$ cat src/rtl/wave_sched_gen.sv
// wave_sched_gen: scheduled-waveform source driving wave_out through (duration, level) segments.
// Ports: clk/rst (sync, active-high); cfg_we/cfg_addr/cfg_dur/cfg_lvl write the segment table in IDLE;
// cfg_last/cfg_loop/init_lvl are sampled on an accepted start; start/stop control the run;
// wave_out (registered), busy (RUN), seg_idx (segment counting), done (final-segment pulse).
// Define WAVE_SCHED_GEN_ABS_TIME_EN to treat durations as absolute offsets from the start edge.
module wave_sched_gen #(
  parameter int DEPTH = 8,
  parameter int CNT_W = 16,
  localparam int IDX_W = $clog2(DEPTH)
) (
  input  logic             clk,
  input  logic             rst,
  input  logic             cfg_we,
  input  logic [IDX_W-1:0] cfg_addr,
  input  logic [CNT_W-1:0] cfg_dur,
  input  logic             cfg_lvl,
  input  logic [IDX_W-1:0] cfg_last,
  input  logic             cfg_loop,
  input  logic             init_lvl,
  input  logic             start,
  input  logic             stop,
  output logic             wave_out,
  output logic             busy,
  output logic [IDX_W-1:0] seg_idx,
  output logic             done
);
  typedef enum logic {IDLE, RUN} state_t;
  state_t state_q, state_d;
  logic [CNT_W-1:0] cnt_q, cnt_d;
  logic [IDX_W-1:0] idx_q, idx_d, last_q, last_d, nidx;
  logic loop_q, loop_d, wave_q, wave_d, done_q, done_d;
  logic hit, fin, go, tick, we;
  logic [CNT_W-1:0] dur_q [DEPTH];
  logic [CNT_W-1:0] dur_d [DEPTH];
  logic [DEPTH-1:0] lvl_q, lvl_d;
`ifdef WAVE_SCHED_GEN_ABS_TIME_EN
  logic [CNT_W-1:0] elap;
`endif

  function automatic logic [CNT_W-1:0] eff(input logic [CNT_W-1:0] d);
    return d == '0 ? CNT_W'(1) : d;
  endfunction

  assign go   = state_q == IDLE && start && !stop;
  // done_q marks the extra RUN cycle after the final apply; the state leaves RUN on the next edge
  assign tick = state_q == RUN && !stop && !done_q;
  assign we   = state_q == IDLE && cfg_we;
  assign fin  = idx_q == last_q;
  assign nidx = fin ? '0 : idx_q + IDX_W'(1);
`ifdef WAVE_SCHED_GEN_ABS_TIME_EN
  // cnt holds elapsed cycles since the start edge, saturating so late entries still apply
  assign elap = &cnt_q ? cnt_q : cnt_q + CNT_W'(1);
  assign hit  = elap >= eff(dur_q[idx_q]);
`else
  // cnt counts down from eff(k); reaching 1 means this edge applies the level
  assign hit  = cnt_q == CNT_W'(1);
`endif

  always_ff @(posedge clk) begin
    if (rst) begin
      state_q <= IDLE;
      cnt_q   <= '0;
      idx_q   <= '0;
      last_q  <= '0;
      loop_q  <= 1'b0;
      wave_q  <= 1'b0;
      done_q  <= 1'b0;
      dur_q   <= '{default: '0};
      lvl_q   <= '0;
    end else begin
      state_q <= state_d;
      cnt_q   <= cnt_d;
      idx_q   <= idx_d;
      last_q  <= last_d;
      loop_q  <= loop_d;
      wave_q  <= wave_d;
      done_q  <= done_d;
      dur_q   <= dur_d;
      lvl_q   <= lvl_d;
    end
  end

  always_comb state_d = state_q == IDLE ? (go ? RUN : IDLE) : (stop || done_q ? IDLE : RUN);

  always_comb begin
    cnt_d  = cnt_q;
    idx_d  = idx_q;
    last_d = last_q;
    loop_d = loop_q;
    wave_d = wave_q;
    done_d = 1'b0;
    dur_d  = dur_q;
    lvl_d  = lvl_q;
    if (we) begin
      dur_d[cfg_addr] = cfg_dur;
      lvl_d[cfg_addr] = cfg_lvl;
    end
    if (go) begin
      wave_d = init_lvl;
      idx_d  = '0;
      last_d = cfg_last;
      loop_d = cfg_loop;
`ifdef WAVE_SCHED_GEN_ABS_TIME_EN
      cnt_d  = '0;
`else
      cnt_d  = eff(dur_q[0]);
`endif
    end
    if (tick) begin
`ifdef WAVE_SCHED_GEN_ABS_TIME_EN
      cnt_d = hit && fin ? '0 : elap;
`else
      cnt_d = hit ? eff(dur_q[nidx]) : cnt_q - CNT_W'(1);
`endif
      if (hit) begin
        wave_d = lvl_q[idx_q];
        done_d = fin && !loop_q;
        idx_d  = fin && !loop_q ? idx_q : nidx;
      end
    end
  end

  assign wave_out = wave_q;
  assign busy     = state_q == RUN;
  assign seg_idx  = idx_q;
  assign done     = done_q;
endmodule

$ cat config.mk
export PLATFORM = sky130hd
export DESIGN_NAME = wave_sched_gen
export DESIGN_NICKNAME = d
export VERILOG_FILES = /design/src/rtl/wave_sched_gen.sv
export SDC_FILE = /design/constraint.sdc
export NUM_CORES = 1
export LEC_CHECK = 0
export ABC_AREA = 1
export CAP_MARGIN = 20
export CORE_AREA = 2 2 117 119
export CTS_CLUSTER_SIZE = 20
export DETAILED_ROUTE_END_ITERATION = 6
export DIE_AREA = 0 0 119 121
export GPL_TIMING_DRIVEN = 0
export PLACE_DENSITY = 0.79
export SYNTH_ARGS = -nofsm -noshare
export SYNTH_HDL_FRONTEND = slang
export SYNTH_SLANG_ARGS = --single-unit
$ cat constraint.sdc
create_clock -name clk -period 3.24 [get_ports clk]
set_clock_uncertainty 0.15 [all_clocks]
set_input_delay 0.486 -clock clk [delete_from_list [all_inputs] [get_ports clk]]
set_output_delay 0.486 -clock clk [all_outputs]
set_load 0.02 [all_outputs]
# == Yosys cells after proc, flatten, opt, wreduce, memory -nomap -nowiden ==
# Index checks and enable logic that the tools add are counted.
# word_totals
ff_bits,162
latch_bits,0
ram_bits,0
romBits,0
in_bits,30
mem_count,0
# classes
add_sub_neg,2
mul,0
div,0
n_lt_le_gt_ge,6
eq_ne,3
shift,0
mux,27
bitwise,5
reduce_logical,16
# op_table
cell,n
$bwmux 128,1
$mux 16,8
$bmux 16 s3,1
$demux 16 s3,1
$logic_not 16->1,2
$eq 16x1->1 const B,1
$sub 16x1->16 const B,1
$mux 3,5
$bwmux 8,1
$ge 4x4->1 const B,2
$logic_and 1x1->1,8
$lt 3x4->1 const B,2
$mux 1,8
$not 3->4,2
$lt 4x1->1 const B,1
$add 3x1->3 const B,1
$bmux 1 s3,1
$demux 1 s3,1
$eq 3x3->1,1
$ge 3x1->1 const B,1
$logic_not 1->1,3
$ne 3x3->1 const B,1
$not 1->1,3
$reduce_or 3->1,1
2 further kinds,2

# == Longest topological paths before layout ==
# Gate-level depths: netlist (run 1).
# depth
depth_word,10
ltp_mapped,21

# == Worst setup path before layout (run 1) ==
# Ideal clock, no wire load.
# synth_timing
path_kind,reg-to-reg
startpoint,register idx_q[1] (netlist: seg_idx[1])
endpoint,register cnt_q[0]
setup_time_ns,0.067
arrival_ns,2.157
t_required_ns,3.023
path_slack_ns,0.866
path_stages_with_launch,16
path_cell_list,dfxtp_1 -> ha_1 -> clkbuf_1 -> clkbuf_1 -> o2111ai_1 -> nand3_1 -> nand2_1 -> nor2_1 -> nand2_1 -> nor2_1 -> nand2_1 -> nand2_1 -> nand2_1 -> nand2_1 -> nand2_1 -> a21oi_2
# synth_between
elab_chain_len,10
# synth_rtl
item,line,rtl
from (decl),30,"logic [IDX_W-1:0] idx_q, idx_d, last_q, last_d, nidx;"
from (signal assigned),73,idx_q <= idx_d;
$add 3x1->3 or $eq 3x3->1 (tied branches),"49, 48",
$mux 3 *,49,assign nidx = fin ? '0 : idx_q + IDX_W'(1);
$not 3->4 (not written as such) *,113,cnt_d = hit ? eff(dur_q[nidx]) : cnt_q - CNT_W'(1);
$bmux 16 s3 *,113,
$mux 16 (not written as such) * (2 in series),113,
$logic_not 16->1,41,return d == '0 ? CNT_W'(1) : d;
$mux 16 *,41,
$mux 16 *,113,
$mux 16 *,109,if (tick) begin
to (signal assigned),72,cnt_q <= cnt_d;
to (decl),29,"logic [CNT_W-1:0] cnt_q, cnt_d;"
# Every way passes the cells marked *; elsewhere a longest branch is shown, timed or not. The select of a mux whose other input is x is not followed.
# A chain may end at the register's enable or synchronous reset.

# == Final worst setup path (run 1) ==
# Same ends and word-level chain as after synthesis.

==> impl_metrics.ini, run 1 <==
[worst_setup_path]
crit_fanout = 10
critPathMostFrequentCell = nand2_1
start_kind = flop
worstSetupEndpointType = flop
cpPeakStageDelay_ps = 400
r2r_start = seg_idx[1]
crit_end = cnt_q[0]
critical_path_required_ps = 3390
arrival_ps = 3150
crit_family = buffers and inverters
rr_worst_depth = 16
r2r-end = cnt_q[0]
slowest_stage = ha_1
crit_chain = ha_1 > clkbuf_1 > clkbuf_2 > o2111ai_1 > nand3_1 > nand2_1 > nand2_1 > inv_1 > nand2_1 > nor2_1 > nand2_1 > nand2_1 > nand2_1 > nand2_1 > nand2_1 > a21oi_2
crit_cells = 16
critical_path.startpoint = seg_idx[1]
crit_type = reg -> reg
reg2reg_slack_ps = 240
critPathBufInv = 3

[detailed_routing]
wire_per_inst_um = 19.5
via_per_inst = 6.11
final_antenna_net_count = 0
dr.pass1.iters = 6
vias = 8454
drc = 0
routed_wl_um = 27000
drt_iter0_markers = 1151

[global_routing]
grt_pass1_wl_um = 41700
grt_max_degree = 17
grt-ovfl-total = 0
grt_pass1_vias = 7525
antenna_found_initial = 0
grt_util_all_layers = 0.380

[place]
gp_congestion = 0.971
dp_cells = 1352
hpwl_um = 19200
place_area_mm2 = 0.00844
numPortBuffers = 33

[timing]
timing.final.crit_share = 0.927
worst_pin_slew_ps = 805
timing.final.crit_period_ps = 3000
setup_viol = 0
drv_slew = 0
hold_viol = 0
rsz0062_at_grt = false
tns_ps = 0
fmax_mhz = 333
relSlewSlack = 0.463

[layout]
regArea_mm2 = 0.00324
area_delta_synth_final_pct = 14.6
final_common_cell = nor2_1
antennaDiodeCount = 0
mostFrequentLayoutCells = nor2_1 (203), o21ai_0 (162), dfxtp_1 (162), nand2_1 (126), inv_1 (108)
fin_area_mm2 = 0.00904
multiInputGateArea_mm2 = 0.00386
fill_cells = 1151
drive_gt1_frac = 0.0662
fin_cells = 1384
nNetsFinal = 1228

[synthesis]
synth_top_family_by_area = simple AND/OR/NAND/NOR gates
synthTopCellsByArea = dfxtp_1 (41%), o21ai_0 (10%), nor2_1 (9.7%), nand3_1 (6.2%), nand2_1 (6.0%)
synth-adder-area-share = 0.00476
syn_area_mm2 = 0.00789
synth_cell_types = 34
syn-num-nets = 1176
synth_area_per_cell_um2 = 6.90
yosys_warnings = 0
yosysTopAreaCell = dfxtp_1
syn_inst = 1143
synth-simple-area-share = 0.260
post-synth-top-area-fraction = 0.411
synth.mux.area_fraction = 0
synth_compound_area_frac = 0.216
synth_seq_cells = 162
synth-xor-area-share = 0.00888
seq_area_frac_synth = 0.411

[power_and_ir_drop]
p_sw_frac = 0.277
p_seq_frac = 0.430
finalPower_uw = 4890
vdd_ir_drop_max_v = 0.000386
pwr-share-comb = 0.145
power_leakage_uw = 0.00371
power.share.clock = 0.426
power_per_cell_area_mw_per_mm2 = 541
intPower_uw = 3530
switchingPower_uw = 1350

[floorplan]
die_w_um = 119
initial_utilization = 0.603
coreArea_mm2 = 0.0131
die_h_um = 121
pin_count = 36
die_area_mm2 = 0.0144
core.rowCount = 42

[cts]
cts_tree = done
clock_latency_ps = 430
root_buffer = clkbuf_16
h-tree-depth = 4
cts.reportedPaths.clkPinSlew_ps = 60
holdBufCountCts = 0
clockBufferDepth = 2
cts_num_sinks = 162
numCtsBuffers = 17
postCtsSetupBuffers = 0

[min_path]
hold_class = in -> reg

[run_status]
status = completed

[flow_run]
drv_cap = 0
-- sequential cells by signal, indices dropped and copies added, names as in the netlist, 3 cells and up --
| signal | flops |
|---|---|
| cnt_q | 16 |
| dur_q | 128 |
| last_q | 3 |
| lvl_q | 8 |
| seg_idx | 3 |
-- repair_timing --
item                       4_1_cts  5_1_grt
hold endpoints to repair         0        0
setup endpoints to repair        0        1
resized for setup                0        2
-- cell usage after synthesis --
cell type,n
a21oi_2,1
and3_1,1
nand3b_1,7
a31oi_1,4
o21ai_0,162
or2_2,22
buf_4,6
dfxtp_1,162
nand2_1,126
nand2_2,2
xnor2_1,1
nand3_1,97
buf_1,1
o2111ai_1,28
a21oi_1,93
buf_6,5
inv_1,108
nor2_1,203
clkbuf_2,1
o32ai_1,4
clkbuf_1,55
ha_1,3
nor3_1,2
buf_2,7
clkinv_1,5
xor2_1,7
a311oi_1,1
o22ai_1,2
nand4_1,6
o211ai_1,4
inv_2,2
nor4_1,6
o221ai_1,7
nand3_4,2
-- per-layer routing --
layer	vias up	share of wire	track usage
li1	3920	-	-
met1	3872	0.40	0.505
met2	553	0.42	0.575
met3	109	0.12	0.0987
met4	0	0.054	0.183
met5	-	0	0
-- power by group through the flow --
| stage | logic, uW | clock network [uW] | registers, uW |
|---|---|---|---|
| after floorplan | 462 | 0 | 2130 |
| final | 707 | 2080 | 2100 |
| after detailed placement | 678 | 0 | 2140 |
| after global placement | 669 | 0 | 2140 |
| after global routing | 775 | 2170 | 2100 |
| after CTS | 683 | 2070 | 2100 |
-- tightest hold or removal path, cell delays in order --
cell and delay, ps:
clkbuf_2 180, nor2_1 70, nor2_1 90
-- cell families (layout without fill, tap and decap cells) --
family | count (synthesis) | after routing
and+or+nand+nor | 474 | 474
DFF | 162 | 162
buffers and inverters | 190 | 255
adders and majority gates | 3 | 3
xor gates and xnor gates | 8 | 8
AOI/OAI and AO/OA | 306 | 306
-- final cells by class --
class / count / area share
clock buffers: 19 / 0.0490
multi-input cells: 791 / 0.427
well taps: 176 / 0.0244
inverters: 115 / 0.0478
clock inverters: 13 / 0.0176
repair buffers: 33 / 0.0365
plain buffers: 75 / 0.0390
flip-flops and latches: 162 / 0.359
-- metrics by stage --
step	hold WS (ps)	utilization	setup slack (ps)
floorplan	279	-	866
global placement	290	0.645	172
detailed placement	294	0.645	181
CTS	272	0.691	133
global route	283	0.691	201
finish	278	0.691	236
-- worst min path at each step --
stage                           from          to  slack [ps]  cells after the start
after floorplan            dur_q[18]   dur_q[18]         280                      2
after global placement     dur_q[34]   dur_q[34]         290                      2
after detailed placement  dur_q[100]  dur_q[100]         290                      2
after CTS                    cfg_lvl    lvl_q[4]         270                      3
after global routing         cfg_lvl    lvl_q[4]         280                      3
final                        cfg_lvl    lvl_q[7]         280                      3
(Power assumes the default switching activity.)
==> run 2, diff against run 1 <==
--- a/config.mk
+++ b/config.mk
@@ -7,11 +7,12 @@
 export LEC_CHECK = 0
 export ABC_AREA = 1
 export CAP_MARGIN = 20
-export CORE_AREA = 2 2 117 119
+export CORE_AREA = 10 10 125 127
 export CTS_CLUSTER_SIZE = 20
 export DETAILED_ROUTE_END_ITERATION = 6
-export DIE_AREA = 0 0 119 121
+export DIE_AREA = 0 0 135 137
 export GPL_TIMING_DRIVEN = 0
+export MAX_ROUTING_LAYER = met4
 export PLACE_DENSITY = 0.79
 export SYNTH_ARGS = -nofsm -noshare
 export SYNTH_HDL_FRONTEND = slang
==> impl_metrics.ini, run 2 (synthesis gave the netlist of run 1 again) <==
[cts]
cts_tree = done
postCtsSetupBuffers = 0
cts.reportedPaths.clkPinSlew_ps = 70
holdBufCountCts = 0
numCtsBuffers = 17
h-tree-depth = 4
clockBufferDepth = 2
clock_latency_ps = 430
root_buffer = clkbuf_16
cts_num_sinks = 162

[flow_run]
drv_cap = 0

[min_path]
hold_class = in -> reg
whs_path_depth = 3
whs_endpoint = lvl_q[6]
hp-start = cfg_lvl

[worst_setup_path]
r2r-end = cnt_q[0]
r2r_start = seg_idx[1]
rr_worst_depth = 16
arrival_ps = 3230
worstSetupEndpointType = flop
crit_fanout = 10
crit_type = reg -> reg
critical_path_required_ps = 3390
start_kind = flop
reg2reg_slack_ps = 170

[detailed_routing]
wire_per_inst_um = 19.9
routed_wl_um = 27500
dr.pass1.iters = 6
drc = 0
via_per_inst = 6.10
vias = 8447
drt_iter0_markers = 1286
final_antenna_net_count = 0

[place]
gp_congestion = 1.00
place_area_mm2 = 0.00844
numPortBuffers = 33
hpwl_um = 19700
dp_cells = 1352

[timing]
tns_ps = 0
worst_pin_slew_ps = 758
fin_hold_ws_ps = 277
relSlewSlack = 0.495
fmax_mhz = 325
setup_viol = 0
rsz0062_at_grt = false
hold_viol = 0
timing.final.crit_share = 0.949
timing.final.crit_period_ps = 3070
drv_slew = 0

[global_routing]
grt_pass1_vias = 7573
antenna_found_initial = 0
grt-ovfl-total = 0
grt_pass1_wl_um = 42200
grt_util_all_layers = 0.303
grt_max_degree = 17

[floorplan]
die_w_um = 135
coreArea_mm2 = 0.0131
core.rowCount = 42
die_h_um = 137
initial_utilization = 0.603
pin_count = 36
die_area_mm2 = 0.0185

[layout]
mostFrequentLayoutCells = nor2_1 (203), o21ai_0 (162), dfxtp_1 (162), nand2_1 (126), inv_1 (108)
fin_cells = 1384
fill_cells = 1155
nNetsFinal = 1228
antennaDiodeCount = 0
final_common_cell = nor2_1
regMostFlops = dur_q
area_delta_synth_final_pct = 14.9
largest_register_ffs = 128
largestRegisters = dur_q: 128 flops, cnt_q: 16 flops, lvl_q: 8 flops
fin_area_mm2 = 0.00906
drive_gt1_frac = 0.0637

[run_status]
status = completed

[power_and_ir_drop]
finalPower_uw = 4970
power_per_cell_area_mw_per_mm2 = 549
power_leakage_uw = 0.00372
vdd_ir_drop_max_v = 0.000635
==> run 2: cell types whose count changed in the layout (fill, tap and decap cells not counted) <==
cell	previous run	this run
clkinv_2	4	2
clkbuf_1	55	58
bufinv_16	3	4
clkbuf_8	1	2
inv_6	2	0
clkinvlp_4	3	2
==> run 2: cell type report <==
cell class              count  area [um^2]  area share
multi-input cells         791         3860       0.426
inverters                 115          432      0.0476
flip-flops and latches    162         3240       0.358
plain buffers              75          353      0.0389
repair buffers             33          330      0.0365
clock buffers              23          468      0.0517
well taps                 176          220      0.0243
clock inverters             9          154      0.0170
==> run 2: per-layer routing <==
metal,GRT usage,wire (um),up-vias
met4,0.141,1230,0
met2,0.441,12100,499
met5,-,0,-
li1,-,-,3928
met1,0.388,11200,3915
met3,0.0759,2980,105
==> run 2: timing repair <==
item / CTS / global route
endpoints found under the hold margin: 0 / 0
setup endpoints to repair: 0 / 2
resized for setup: 0 / 2
==> run 2: worst max path at each step <==
| stage | endpoint | start | cells past startpoint |
|---|---|---|---|
| 2_1_floorplan | cnt_q[0] | seg_idx[1] | 15 |
| 3_3_place_gp | cnt_q[0] | seg_idx[1] | 16 |
| 3_5_place_dp | cnt_q[0] | seg_idx[1] | 16 |
| 4_1_cts | cnt_q[0] | seg_idx[1] | 16 |
| 5_1_grt | cnt_q[0] | seg_idx[1] | 16 |
| 6_report | cnt_q[0] | seg_idx[1] | 16 |
==> run 2: metrics by stage <==
step | setup WS (ps) | util
after CTS | 112 | 0.692
after global placement | 146 | 0.645
after detailed placement | 140 | 0.645
final | 166 | 0.692
after floorplan | 866 | -
after global routing | 125 | 0.692
==> run 2: report_power, final <==
group          total, uW  internal [uW]  switching, uW  leakage, uW
registers           2100           2060           37.8      0.00132
clock network       2160           1330            831     0.000297
logic                710            238            472      0.00210
==> run 2: worst max-delay path: stages, from the launching register on <==
cell and delay [ps]:
dfxtp_1 380, ha_1 400, clkbuf_1 440, clkbuf_2 400, o2111ai_1 230, nand3_1 180
nand2_1 160, nand2_1 90, inv_1 40, nand2_1 50, nor2_1 40, nand2_1 60
nand2_1 70, nand2_1 60, nand2_1 40, nand2_1 80, a21oi_2 50
==> run 3, diff against run 2 <==
--- a/config.mk
+++ b/config.mk
@@ -7,10 +7,11 @@
 export LEC_CHECK = 0
 export ABC_AREA = 1
 export CAP_MARGIN = 20
-export CORE_AREA = 10 10 125 127
+export CORE_AREA = 10 10 122 124
 export CTS_CLUSTER_SIZE = 20
 export DETAILED_ROUTE_END_ITERATION = 6
-export DIE_AREA = 0 0 135 137
+export DIE_AREA = 0 0 132 134
+export DONT_BUFFER_PORTS = 1
 export GPL_TIMING_DRIVEN = 0
 export MAX_ROUTING_LAYER = met4
 export PLACE_DENSITY = 0.79
==> constraint.sdc (replaced) <==
create_clock -name clk -period 3.7 [get_ports clk]
set_clock_uncertainty 0.15 [all_clocks]
set_input_delay 0.555 -clock clk [delete_from_list [all_inputs] [get_ports clk]]
set_output_delay 0.555 -clock clk [all_outputs]
set_load 0.02 [all_outputs]
==> impl_metrics.ini, run 3 (synthesis gave the netlist of run 1 again) <==
[timing]
hold_viol = 0
relSlewSlack = 0.499
timing.final.crit_share = 0.917
drv_slew = 0
setup_viol = 0
rsz0062_at_grt = false
tns_ps = 0
fin_ws_ps = 306
timing.final.crit_period_ps = 3390
worst_pin_slew_ps = 752
fmax_mhz = 295

[cts]
clock_latency_ps = 440
postCtsSetupBuffers = 0
cts_num_sinks = 162
numCtsBuffers = 17
root_buffer = clkbuf_16
h-tree-depth = 4
cts.reportedPaths.clkPinSlew_ps = 70
cts_tree = done
cts.repair.resized = 0
holdBufCountCts = 0
clockBufferDepth = 2

[floorplan]
pin_count = 36
die_h_um = 134
die_w_um = 132
coreArea_mm2 = 0.0125
die_area_mm2 = 0.0177
core.rowCount = 41
initial_utilization = 0.633

[place]
gp_congestion = 1.01
post-place-ws_ps = 523
hpwl_um = 18900
numPortBuffers = 0

[layout]
final_common_cell = nor2_1
regMostFlops = dur_q
largestRegisters = dur_q: 128 flops, cnt_q: 16 flops, lvl_q: 8 flops
nNetsFinal = 1195
mostFrequentLayoutCells = nor2_1 (203), o21ai_0 (162), dfxtp_1 (162), nand2_1 (126), inv_1 (108)
area_delta_synth_final_pct = 10.2
largest_register_ffs = 128
antennaDiodeCount = 0
drive_gt1_frac = 0.0672

[detailed_routing]
drt_iter0_markers = 1371
via_per_inst = 6.08
vias = 8192
dr.pass1.iters = 6
drc = 0
routed_wl_um = 26700
wire_per_inst_um = 19.8
final_antenna_net_count = 0

[global_routing]
grt-ovfl-total = 0
grt_pass1_wl_um = 41300
grt_pass1_vias = 7621
grt_max_degree = 17
grt_util_all_layers = 0.305
antenna_found_initial = 0

[flow_run]
drv_cap = 0

[power_and_ir_drop]
power_leakage_uw = 0.00357
vdd_ir_drop_max_v = 0.000470
power_per_cell_area_mw_per_mm2 = 478

[worst_setup_path]
crit_type = reg -> reg
start_kind = flop
worstSetupEndpointType = flop
critical_path_required_ps = 3860
crit_fanout = 10
arrival_ps = 3550

[run_status]
status = completed

[min_path]
hold_class = in -> reg
## run 3: cell types whose count changed in the layout (fill, tap and decap cells not counted)
cell and delta:
clkinvlp_4 +1, clkbuf_1 -2, clkbuf_8 -2, clkdlybuf4s50_1 -33, clkinv_4 +3, inv_8 +1, inv_6 +2, clkbuf_2 -1
bufinv_16 -2
## run 3: layer usage
metal  GRT usage  wire length (um)  up-vias
met5           -                 0        -
met4       0.172              1530        0
met3      0.0930              3220      106
met2       0.435             11300      510
met1       0.376             10600     3721
li1            -                 -     3855
## run 3: worst max-delay path, cell delays in order (launching register included)
cell	delay, ps
dfxtp_1	440
ha_1	450
clkbuf_1	420
clkbuf_1	600
o2111ai_1	290
nand3_1	190
nand2_1	140
nand2_1	90
inv_1	40
nand2_1	50
nor2_1	40
nand2_1	50
nand2_1	60
nand2_1	60
nand2_1	50
nand2_1	80
a21oi_2	50
## run 3: per-stage QoR
stage          cell area [um^2]  power, uW  hold slack (ps)  utilization  cells
2_1_floorplan              7890       2270              279            -   1143
3_3_place_gp               8100       2390              289        0.650   1315
3_5_place_dp               8100       2400              294        0.650   1315
4_1_cts                    8690       4140             18.9        0.697   1347
5_1_grt                    8690       4290             24.8        0.697   1347
6_report                   8690       4150             25.8        0.697   1347
## run 3: area by class of cell
| class | count | area (um^2) |
|---|---|---|
| buffer | 75 | 352 |
| clock buffer | 18 | 429 |
| clock inverter | 14 | 156 |
| fill | 1113 | 3780 |
| inverter | 115 | 432 |
| multi-input combinational | 791 | 3860 |
| sequential | 162 | 3240 |
| tap | 172 | 215 |
## run 3: path summary, 6_finish.rpt
kind	from	end	slack, ps	cells after the start
worst min-delay path	rst	loop_q	30	1
worst max-delay path	seg_idx[1]	cnt_q[0]	310	16
worst max register to register	seg_idx[1]	cnt_q[0]	310	16
worst min register to register	dur_q[111]	dur_q[111]	310	2
## run 3: power breakdown
| group | leakage (uW) | internal (uW) | switching, uW | total (uW) |
|---|---|---|---|---|
| clock | 0.000279 | 1000 | 766 | 1770 |
| sequential | 0.00132 | 1810 | 35.3 | 1840 |
| combinational | 0.00197 | 182 | 363 | 545 |
| total | 0.00357 | 2990 | 1160 | 4150 |
